**src/rtl/fetch_unit_if.sv**
```systemverilog
// Instruction-memory fetch channel: one request at a time, completed by ready.
interface fetch_unit_if;
    logic        imem_req;
    logic [31:0] imem_addr;
    logic [31:0] imem_rdata;
    logic        imem_ready;

    modport master (output imem_req, output imem_addr, input imem_rdata, input imem_ready);
    modport slave  (input imem_req, input imem_addr, output imem_rdata, output imem_ready);
endinterface

```
**src/rtl/fetch_unit.sv**
```systemverilog
// Instruction-fetch stage: holds the PC, fetches over the imem channel and
// resolves jump/jr/branch decisions from the control unit into the next PC.
module fetch_unit #(
    parameter logic [31:0] RESET_PC     = 32'h0000_0000,
    parameter logic [5:0]  SYSCALL_FUNC = 6'h0C
) (
    input  logic               clk,
    input  logic               reset,
    fetch_unit_if.master       imem,
    output logic [31:0]        o_inst,
    output logic               o_inst_valid,
    output logic [5:0]         o_opcode,
    output logic [5:0]         o_func,
    output logic [31:0]        o_pc,
    output logic [31:0]        o_pc_plus4,
    input  logic               i_advance,
    input  logic               i_jump,
    input  logic               i_jump_reg,
    input  logic               i_branch,
    input  logic               i_branch_taken,
    input  logic [31:0]        i_rs_value,
    output logic               o_halted,
    output logic               o_fault
);

    typedef enum logic [1:0] {S_FETCH, S_HOLD, S_HALT, S_FAULT} state_t;

    state_t             r_state;
    logic [31:0]        r_pc;
    logic [31:0]        r_inst;
    logic               r_inst_valid;
    logic               r_halted;
    logic               r_fault;
    logic               r_req;

    logic [31:0]        w_pc_plus4;
    logic signed [31:0] w_br_off;
    logic [31:0]        w_next_pc;
    logic               w_is_syscall;

    assign w_pc_plus4   = r_pc + 32'd4;
    assign w_br_off     = {{14{r_inst[15]}}, r_inst[15:0], 2'b00};
    assign w_is_syscall = (r_inst[31:26] == 6'h00) && (r_inst[5:0] == SYSCALL_FUNC);

    always_comb begin
        w_next_pc = w_pc_plus4;
        if (i_jump && i_jump_reg)
            w_next_pc = i_rs_value;
        else if (i_jump)
            w_next_pc = {w_pc_plus4[31:28], r_inst[25:0], 2'b00};
        else if (i_branch && i_branch_taken)
            w_next_pc = w_pc_plus4 + $unsigned(w_br_off);
    end

    // Request is raised one cycle after entering FETCH from reset, and on the
    // advance edge otherwise, so imem_addr is already stable when it goes high.
    always_ff @(posedge clk) begin
        if (reset) begin
            r_state      <= S_FETCH;
            r_pc         <= RESET_PC;
            r_inst       <= 32'h0;
            r_inst_valid <= 1'b0;
            r_halted     <= 1'b0;
            r_fault      <= 1'b0;
            r_req        <= 1'b0;
        end else begin
            case (r_state)
                S_FETCH: begin
                    if (!r_req) begin
                        r_req <= 1'b1;
                    end else if (imem.imem_ready) begin
                        r_inst       <= imem.imem_rdata;
                        r_inst_valid <= 1'b1;
                        r_req        <= 1'b0;
                        r_state      <= S_HOLD;
                    end
                end
                S_HOLD: begin
                    if (i_advance) begin
                        r_inst_valid <= 1'b0;
                        if (w_is_syscall) begin
                            r_halted <= 1'b1;
                            r_state  <= S_HALT;
                        end else if (w_next_pc[1:0] != 2'b00) begin
                            r_fault <= 1'b1;
                            r_state <= S_FAULT;
                        end else begin
                            r_pc    <= w_next_pc;
                            r_req   <= 1'b1;
                            r_state <= S_FETCH;
                        end
                    end
                end
                default: begin
                    r_req        <= 1'b0;
                    r_inst_valid <= 1'b0;
                end
            endcase
        end
    end

    assign imem.imem_req  = r_req;
    assign imem.imem_addr = r_pc;
    assign o_inst         = r_inst;
    assign o_inst_valid   = r_inst_valid;
    assign o_opcode       = r_inst[31:26];
    assign o_func         = r_inst[5:0];
    assign o_pc           = r_pc;
    assign o_pc_plus4     = w_pc_plus4;
    assign o_halted       = r_halted;
    assign o_fault        = r_fault;

endmodule
```
**src/flat_wrapper.sv**
```systemverilog
// flat-port wrapper written by rule: the top's interface ports become plain ports
module fetch_unit_flat 
#(
    parameter logic [31:0] RESET_PC     = 32'h0000_0000,
    parameter logic [5:0]  SYSCALL_FUNC = 6'h0C
)
  (clk, reset, o_inst, o_inst_valid, o_opcode, o_func, o_pc, o_pc_plus4, i_advance, i_jump, i_jump_reg, i_branch, i_branch_taken, i_rs_value, o_halted, o_fault, imem_imem_req, imem_imem_addr, imem_imem_rdata, imem_imem_ready);
  fetch_unit_if imem_i ();
  input  logic clk;
  input  logic reset;
  output logic [31:0] o_inst;
  output logic o_inst_valid;
  output logic [5:0] o_opcode;
  output logic [5:0] o_func;
  output logic [31:0] o_pc;
  output logic [31:0] o_pc_plus4;
  input  logic i_advance;
  input  logic i_jump;
  input  logic i_jump_reg;
  input  logic i_branch;
  input  logic i_branch_taken;
  input  logic [31:0] i_rs_value;
  output logic o_halted;
  output logic o_fault;
  output wire logic [$bits(imem_i.imem_req)-1:0] imem_imem_req;
  output wire logic [$bits(imem_i.imem_addr)-1:0] imem_imem_addr;
  input wire logic [$bits(imem_i.imem_rdata)-1:0] imem_imem_rdata;
  input wire logic [$bits(imem_i.imem_ready)-1:0] imem_imem_ready;
  assign imem_imem_req = imem_i.imem_req;
  assign imem_imem_addr = imem_i.imem_addr;
  assign imem_i.imem_rdata = imem_imem_rdata;
  assign imem_i.imem_ready = imem_imem_ready;
  fetch_unit #(.RESET_PC(RESET_PC), .SYSCALL_FUNC(SYSCALL_FUNC)) u_core (.clk(clk), .reset(reset), .imem(imem_i), .o_inst(o_inst), .o_inst_valid(o_inst_valid), .o_opcode(o_opcode), .o_func(o_func), .o_pc(o_pc), .o_pc_plus4(o_pc_plus4), .i_advance(i_advance), .i_jump(i_jump), .i_jump_reg(i_jump_reg), .i_branch(i_branch), .i_branch_taken(i_branch_taken), .i_rs_value(i_rs_value), .o_halted(o_halted), .o_fault(o_fault));
endmodule
```
**config.mk**
```make
export PLATFORM = sky130hd
export DESIGN_NAME = fetch_unit_flat
export DESIGN_NICKNAME = d
export VERILOG_FILES = /design/src/rtl/fetch_unit_if.sv /design/src/rtl/fetch_unit.sv /design/src/flat_wrapper.sv
export SDC_FILE = /design/constraint.sdc
export NUM_CORES = 1
export LEC_CHECK = 0
export ABC_CLOCK_PERIOD_IN_PS = 10700
export BUFFER_PORTS_ARGS = -buffer_cell sky130_fd_sc_hd__buf_2
export CORE_MARGIN = 2
export CORE_UTILIZATION = 40
export DETAILED_ROUTE_END_ITERATION = 10
export GPL_ROUTABILITY_DRIVEN = 0
export PLACE_DENSITY = 0.67
export SKIP_LAST_GASP = 1
export SLEW_MARGIN = 20
export SYNTH_ARGS = -nofsm -noshare
export SYNTH_HDL_FRONTEND = slang
export SYNTH_SLANG_ARGS = --single-unit
```
**constraint.sdc**
```tcl
create_clock -name clk -period 10.7 [get_ports clk]
set_input_delay 1.605 -clock clk [delete_from_list [all_inputs] [get_ports clk]]
set_output_delay 1.605 -clock clk [all_outputs]
set_load 0.005 [all_outputs]
```
**Yosys cells after proc, flatten, opt, wreduce, memory -nomap -nowiden**

Cells that the tools add are included.

- Bits in registers: 70
- Input bits: 72
- Output and inout port bits: 144

- Add/sub/neg operators: 2
- Eq/ne operators: 7
- Mux-type cells: 19
- Bitwise operators: 2
- Reduce and logical (&&, ||, !) cells: 14

Operators by type and width:

| cell | count |
|---|---|
| 32-bit two-way mux | 3 |
| 32-bit by 3-bit adder with 32-bit output (second input constant) | 1 |
| 32-bit adder | 1 |
| 3-bit AND reduction | 4 |
| 4-bit AND reduction | 3 |
| 2-bit two-way mux | 5 |
| 1-bit two-way mux | 8 |
| 2-bit != test (second input constant) | 4 |
| 6-bit by 4-bit == test with 1-bit output (second input constant) | 1 |
| 6-bit zero test | 1 |
| 1-bit case mux with 2 select lines | 2 |
| 2-bit case mux with 2 select lines | 1 |
| 2-bit nonzero test | 2 |
| 1-bit logical AND | 3 |
| 2-bit by 1-bit == test with 1-bit output (second input constant) | 1 |
| 2-bit zero test | 1 |
| 2-bit by 1-bit != test with 1-bit output (second input constant) | 1 |
| 1-bit NOT | 2 |

**Depth between registers and ports, before layout**

Gate-level depths: netlist of the first run.

- Depth after elaboration: 10
- Gate-level depth with buffers: 18
- Gate-level depth less buffers: 17

**Worst setup path after synthesis of the first run**

OpenSTA, ideal clock, no wires.

- Path kind: reg-to-reg
- From: reg u_core.r_pc[8] (netlist: u_core.imem.imem_addr[8])
- To: reg u_core.r_pc[29] (netlist: u_core.imem.imem_addr[29])
- Setup time: 0.091 ns
- Data arrival time: 3.719 ns
- Setup slack: 6.890 ns
- Cell stages (with the launch flop): 16
- Period minus slack after synthesis: 3.810 ns
- Cells stage by stage: dfxtp_1 and4_1 nand2_2 or3_1 or3_1 xnor2_1 ha_1 a21oi_1 and2_1 a22oi_1 nand2_1 a21oi_2 and3_1 o21ai_1 or4_1 a311oi_1

- Word-level cells in the longest chain between the ends: 5

Ends and longest elaborated chain:

| item | line | source |
|---|---|---|
| start: declaration | fetch_unit.sv:29 | `logic [31:0] r_pc;` |
| start signal: assignment | fetch_unit.sv:88 | `r_pc <= w_next_pc;` |
| 32-bit by 3-bit adder with 32-bit output | fetch_unit.sv:41 | `assign w_pc_plus4 = r_pc + 32'd4;` |
| net o_pc_plus4[22] | flat_wrapper.sv:16 | `output logic [31:0] o_pc_plus4;` |
| 32-bit adder | fetch_unit.sv:52 | `w_next_pc = w_pc_plus4 + $unsigned(w_br_off);` |
| 32-bit two-way mux | fetch_unit.sv:51 | `else if (i_branch && i_branch_taken)` |
| 32-bit two-way mux | fetch_unit.sv:49 | `else if (i_jump)` |
| 32-bit two-way mux | fetch_unit.sv:47 | `if (i_jump && i_jump_reg)` |

The timed path passes the listed nets, and every way through them passes these cells.
A chain may end at the register's enable or synchronous reset.

**Worst setup path in the final report of the first run**

- From: reg u_core.r_pc[19] (netlist: u_core.imem.imem_addr[19])
- To: out o_pc_plus4[28]

- Word-level cells in the longest chain between the ends: 1

Ends and longest elaborated chain:

| item | line |
|---|---|
| 32-bit by 3-bit adder with 32-bit output | fetch_unit.sv:41 |
| end: declaration | flat_wrapper.sv:16 |

Every way passes these cells.

==> impl_metrics.tcl, run 1 <==
set metrics [dict create \
    status "finished, final reports clean" \
    critPathLaunchType "flop" \
    ys_seq_area_share_pct 24.45 \
    total_power_mw 0.7616 \
    mostFrequentLayoutCells "buf_2, nand2_1, a21oi_1" \
    drt_iter0_markers 369 \
    io_pins 216 \
    coreArea_um2 13930 \
    grt.overflow.total 0 \
    min_from "u_core.o_inst[16]" \
    rsz0062_at_grt "false" \
    die_area_um2 15300 \
    htree_levels 3 \
    route.vias.total 5981 \
    drt_wl_total_mm 18.95 \
    avgSynthCellArea_um2 7.512 \
    antennaDiodeCount 0 \
    cts_root_buffer "clkbuf_16" \
    cts_buffers 9 \
    tritoncts "yes" \
    period_share_pct 40.34 \
    fillers 1439 \
    synth_top_area_cell "dfxtp_1" \
    slew_violations 0 \
    cp_data_arrival_time_ns 2.71 \
    ant_nets 0 \
    drc 0 \
    timing.final.hold_violations 0 \
    syn_area_um2 5732 \
    fin_ws_ns 6.384 \
    crit_chain "nand2_1, nor2_1, nand3_1, nor4_2, nand3_1, xnor2_1, buf_2" \
    cp_top_family "simple AND/OR/NAND/NOR gates" \
    place_area_um2 6589 \
    fin_cells 1096 \
    yosysTopAreaCellShare_pct 24.45 \
    initial_core_util_pct 41.13 \
    crit_type "reg2out" \
    setup_viol 0 \
    die_w_um 123.7 \
    cts.sinks 70 \
    post_cts_resized 0 \
    ys.flop_type "dfxtp_1" \
    async_flop_share_pct 0 \
    cp_max_fo 6 \
    postCtsSetupRepairBufs 0 \
    path_common_cell "nand3_1" \
    yosys-top-cells-area "dfxtp_1, nand2_1, ha_1" \
    post-place-cells 1080 \
    grt_usage_pct 24.37 \
    grt_pass1_wl_mm 28.77 \
    relSlewSlack_pct 32.45 \
    synth_cells 763 \
    hold_buffers 0 \
    final_cell_area_um2 6928 \
    fmax_mhz 231.7 \
    ys_types 63 \
    fin_skew_ns 0.006011 \
    synth_edf_count 0 \
    post_drt_wl_per_cell_um 17.29 \
    startpoint "u_core.imem.imem_addr[19]" \
    place_ws_ns 6.425 \
    max_cap_viol_count 0 \
    peakVddDrop_uv 87.05 \
    post-route-util_pct 49.72 \
    yosys_warnings 0 \
    dieHeight_um 123.7 \
    final_common_cell "buf_2" \
    finalCriticalPeriod_ns 4.316 \
    placementRows 43 \
    tightest_slew_ns 1.013 \
    grt_pass1_vias 5392 \
    whs_ns 0.4668 \
    worstPathRequired_ns 9.10 \
    tns_ns 0 \
    critPathBufInv 1 \
    drt-pass1-iter-count 5 \
    grt_max_degree 67 \
    clock_path_buffers 2 \
    drive_above_1_share_pct 28.17 \
    slowest_stage "nor4_2" \
    p_leak_nw 3.378 \
    clk_pin_slew_ns 0.06 \
    antenna_found_initial 0 \
    synth_seq_cells 70 \
    end_kind "output port" \
    clock_latency_ns 0.34 \
    area_growth_pct 20.87 \
    port_buffers 215 \
    power.density_nw_per_um2 109.9 \
    synth.net_count 873 \
    hpwlAfterDp_mm 14.22 \
    reg2reg_from "u_core.imem.imem_addr[8]" \
    cpPeakStageDelay_ns 0.62 \
    fin_nets 1021 \
    vias_per_cell 5.457 \
    hp-class "reg2reg" \
]
-- worst min-delay path, stage by stage (launching register included) --
cell     delay [ns]
dfxtp_1        0.31
nand2_1        0.05
a21oi_1        0.05
-- flip-flops by register name, indices dropped and copies added (netlist names) --
signal / flops
u_core.r_state: 2
u_core.imem.imem_req: 1
u_core.o_fault: 1
u_core.o_inst_valid: 1
u_core.o_halted: 1
u_core.o_inst: 32
u_core.imem.imem_addr: 32
-- cell families after synthesis --
family | count (synthesis) | synth area share (%)
xor+xnor | 48 | 7.335
mux | 30 | 5.392
flops | 70 | 24.45
compound gates | 213 | 23.44
buf+inv | 90 | 9.059
simple gates | 274 | 21.89
fa+ha+maj | 38 | 8.426
-- power by group --
part           leakage [nW]  internal (mW)  switching (mW)
clock                 0.160          0.229           0.125
combinational          2.65         0.0507          0.0727
sequential            0.568          0.271          0.0133
-- area by class of cell --
cell class | instances | area (um2) | area share [%]
multi-input combinational | 603 | 3819 | 55.12
sequential | 70 | 1401 | 20.23
timing repair buffer | 221 | 1121 | 16.18
clock buffer | 11 | 232.7 | 3.359
tap | 180 | 225.2 | 3.251
clock inverter | 5 | 106.4 | 1.535
inverter | 6 | 22.52 | 0.3251
-- cells in the mapped netlist (3+ instances only) --
library cell,number
a221oi_1,4
o21ai_1,6
nand3_1,24
or3_1,4
nand2_1,126
o221ai_1,3
xor2_1,18
inv_1,6
nor3_1,15
nor4_1,4
nand4_1,8
o21ai_0,29
o21a_1,6
o211ai_1,7
ha_1,37
o22ai_1,3
and2_1,4
nor2_1,61
a31oi_1,8
and3_1,8
a21o_1,15
a21oi_1,82
clkbuf_1,33
and4_1,4
xnor2_1,30
mux2i_1,23
dfxtp_1,70
a22oi_1,3
mux2_2,6
buf_4,48
a211oi_1,26
-- path summary, 6_finish.rpt --
| kind | end | slack (ns) | cells past startpoint |
|---|---|---|---|
| worst min register to register | u_core.o_inst[16] | 0.47 | 2 |
| worst max-delay path | o_pc_plus4[28] | 6.38 | 7 |
| worst min-delay path | u_core.o_inst[16] | 0.47 | 2 |
| worst max register to register | u_core.imem.imem_addr[29] | 6.51 | 15 |
-- metal layers --
| layer | global-route usage (%) | share of wire (%) |
|---|---|---|
| met4 | 6.747 | 1.9 |
| met1 | 31.63 | 44 |
| met2 | 40.45 | 47 |
| met5 | 0 | 0 |
| met3 | 5.632 | 7.3 |
Note: power is estimated with default switching activity, not from simulation.
==> run 2, diff against run 1 <==
- ABC_CLOCK_PERIOD_IN_PS: 10700 -> 3800
- PLACE_DENSITY: 0.67 -> 0.7
- clock period: 10.7 -> 3.8 ns (I/O delays scaled with it)
==> run 2 against run 1 <==
Net effect: utilization rose by 3.9 points; cell area rose by 7.9%; global-route usage rose by 0.53 points; critical path type is now reg2reg.
==> impl_metrics.tcl, run 2 (synthesized netlist as in run 1, its figures left out) <==
set metrics [dict create \
    place_area_um2 6943 \
    cts_root_buffer "clkbuf_16" \
    holdPathEnd "u_core.o_inst[14]" \
    htree_levels 3 \
    clock_latency_ns 0.35 \
    hold_buffers 0 \
    clk_pin_slew_ns 0.06 \
    tightest_slew_ns 0.8861 \
    peakVddDrop_uv 253.4 \
    fillers 1336 \
    worstRegToRegCells 17 \
    grt_max_degree 49 \
    worstPathRequired_ns 4.01 \
    dieHeight_um 123.7 \
    die_w_um 123.7 \
    relSlewSlack_pct 40.93 \
    rrSetupSlack_ns 0.10 \
    vias_per_cell 5.554 \
    crit_type "reg2reg" \
    drc 0 \
    tns_ns 0 \
    hp-class "in2reg" \
    post_drt_wl_per_cell_um 17.24 \
    status "finished, final reports clean" \
    placementRows 43 \
    fin_nets 1076 \
    hpwlAfterDp_mm 14.55 \
    r2r_end "u_core.imem.imem_addr[20]" \
    final_cell_area_um2 7477 \
    end_kind "flop" \
    die_area_um2 15300 \
    seq_area_um2 1406 \
    tritoncts "yes" \
    route.vias.total 6393 \
    initial_core_util_pct 41.13 \
    antennaDiodeCount 0 \
    holdPathStages 3 \
    cp_data_arrival_time_ns 3.90 \
    min_from "imem_imem_rdata[14]" \
    grt_pass1_vias 5790 \
    area_growth_pct 30.45 \
    setup_viol 0 \
    timing.final.hold_violations 0 \
    drt_wl_total_mm 19.84 \
    cts.sinks 70 \
    ant_nets 0 \
    final_common_cell "buf_2" \
    reg2reg_from "u_core.imem.imem_addr[7]" \
    drt-pass1-iter-count 5 \
    drive_above_1_share_pct 34.40 \
    clock_path_buffers 2 \
    grt_pass1_wl_mm 29.50 \
    fmax_mhz 270.5 \
    fin_skew_ns 0.007620 \
    p_leak_nw 3.693 \
    multi_input_area_um2 3939 \
    cts_buffers 9 \
    critPathLaunchType "flop" \
    power.density_nw_per_um2 292.4 \
    slew_violations 0 \
    antenna_found_initial 0 \
    max_cap_viol_count 0 \
    grt.overflow.total 0 \
    finalCriticalPeriod_ns 3.697 \
    grt_usage_pct 24.90 \
    port_buffers 215 \
    mostFrequentLayoutCells "buf_2, nand2_1, a21oi_1" \
    total_power_mw 2.186 \
    coreArea_um2 13930 \
    fin_cells 1151 \
    io_pins 216 \
    cp_max_fo 6 \
    period_share_pct 97.28 \
    drt_iter0_markers 423 \
    post-place-cells 1127 \
]
[run 2: changes by cell type in the layout (fill, tap and decap cells not counted), sizes merged]
cell / previous run / this run
buf: 221 / 276
clkbuf: 11 / 13
clkinvlp: 1 / 0
inv: 7 / 6
[run 2: layout make-up]
class	instances	area share, %
multi-input combinational	603	52.68
timing repair buffer	276	20.52
sequential	70	18.81
clock buffer	13	3.481
tap	180	3.012
clock inverter	3	1.205
inverter	6	0.3012
[run 2: worst max-delay path by stage]
stage,from,endpoint,slack [ns],cells past startpoint
finish,u_core.imem.imem_addr[7],u_core.imem.imem_addr[20],0.10,17
global placement,u_core.imem.imem_addr[7],u_core.imem.imem_addr[26],-0.08,15
CTS,u_core.imem.imem_addr[7],u_core.imem.imem_addr[26],0.01,15
global route,u_core.imem.imem_addr[7],u_core.imem.imem_addr[15],-0.05,15
detailed placement,u_core.imem.imem_addr[7],u_core.imem.imem_addr[26],-0.07,15
floorplan,u_core.imem.imem_addr[8],u_core.imem.imem_addr[29],0.0007,15
[run 2: repair_timing]
action	4_1_cts	5_1_grt
gates cloned	0	0
endpoints found under the setup margin	1	9
endpoints found under the hold margin	0	0
pin swaps	2	21
resized for setup	2	27
setup buffers	2	6
[run 2: power breakdown]
part / internal (mW) / switching, mW / total [mW]
clock: 0.678 / 0.340 / 1.02
combinational: 0.158 / 0.219 / 0.377
sequential: 0.762 / 0.0297 / 0.791
total: 1.60 / 0.589 / 2.19
[run 2: metrics by stage]
step / hold WS, ns / utilization, % / worst slack, ns
after floorplan: 0.4605 / - / 0.0007072
after global placement: 0.4460 / 49.82 / -0.07502
after detailed placement: 0.4545 / 49.82 / -0.06963
after CTS: 0.4500 / 52.51 / 0.01445
after global routing: 0.4620 / 53.66 / -0.04933
final: 0.4515 / 53.66 / 0.1035
[run 2: critical path, stage by stage, from the launching register on]
cell      delay [ns]
dfxtp_4         0.35
and4_4          0.23
and3_4          0.21
nand4_1         0.16
xnor2_2         0.28
ha_4            0.26
a21o_1          0.17
a21o_1          0.18
a221o_1         0.34
a21oi_2         0.20
buf_4           0.16
buf_4           0.10
o211ai_1        0.09
o211ai_1        0.22
xor2_1          0.25
o21ai_1         0.12
a22oi_1         0.17
nor2_1          0.05
[run 2: layer usage]
| layer | wire (um) | track usage, % | vias up |
|---|---|---|---|
| met2 | 9254 | 40.93 | 295 |
| met1 | 8490 | 31.37 | 2951 |
| li1 | - | - | 3102 |
| met3 | 1484 | 6.181 | 45 |
| met4 | 611 | 9.446 | 0 |
| met5 | 0 | 0 | - |
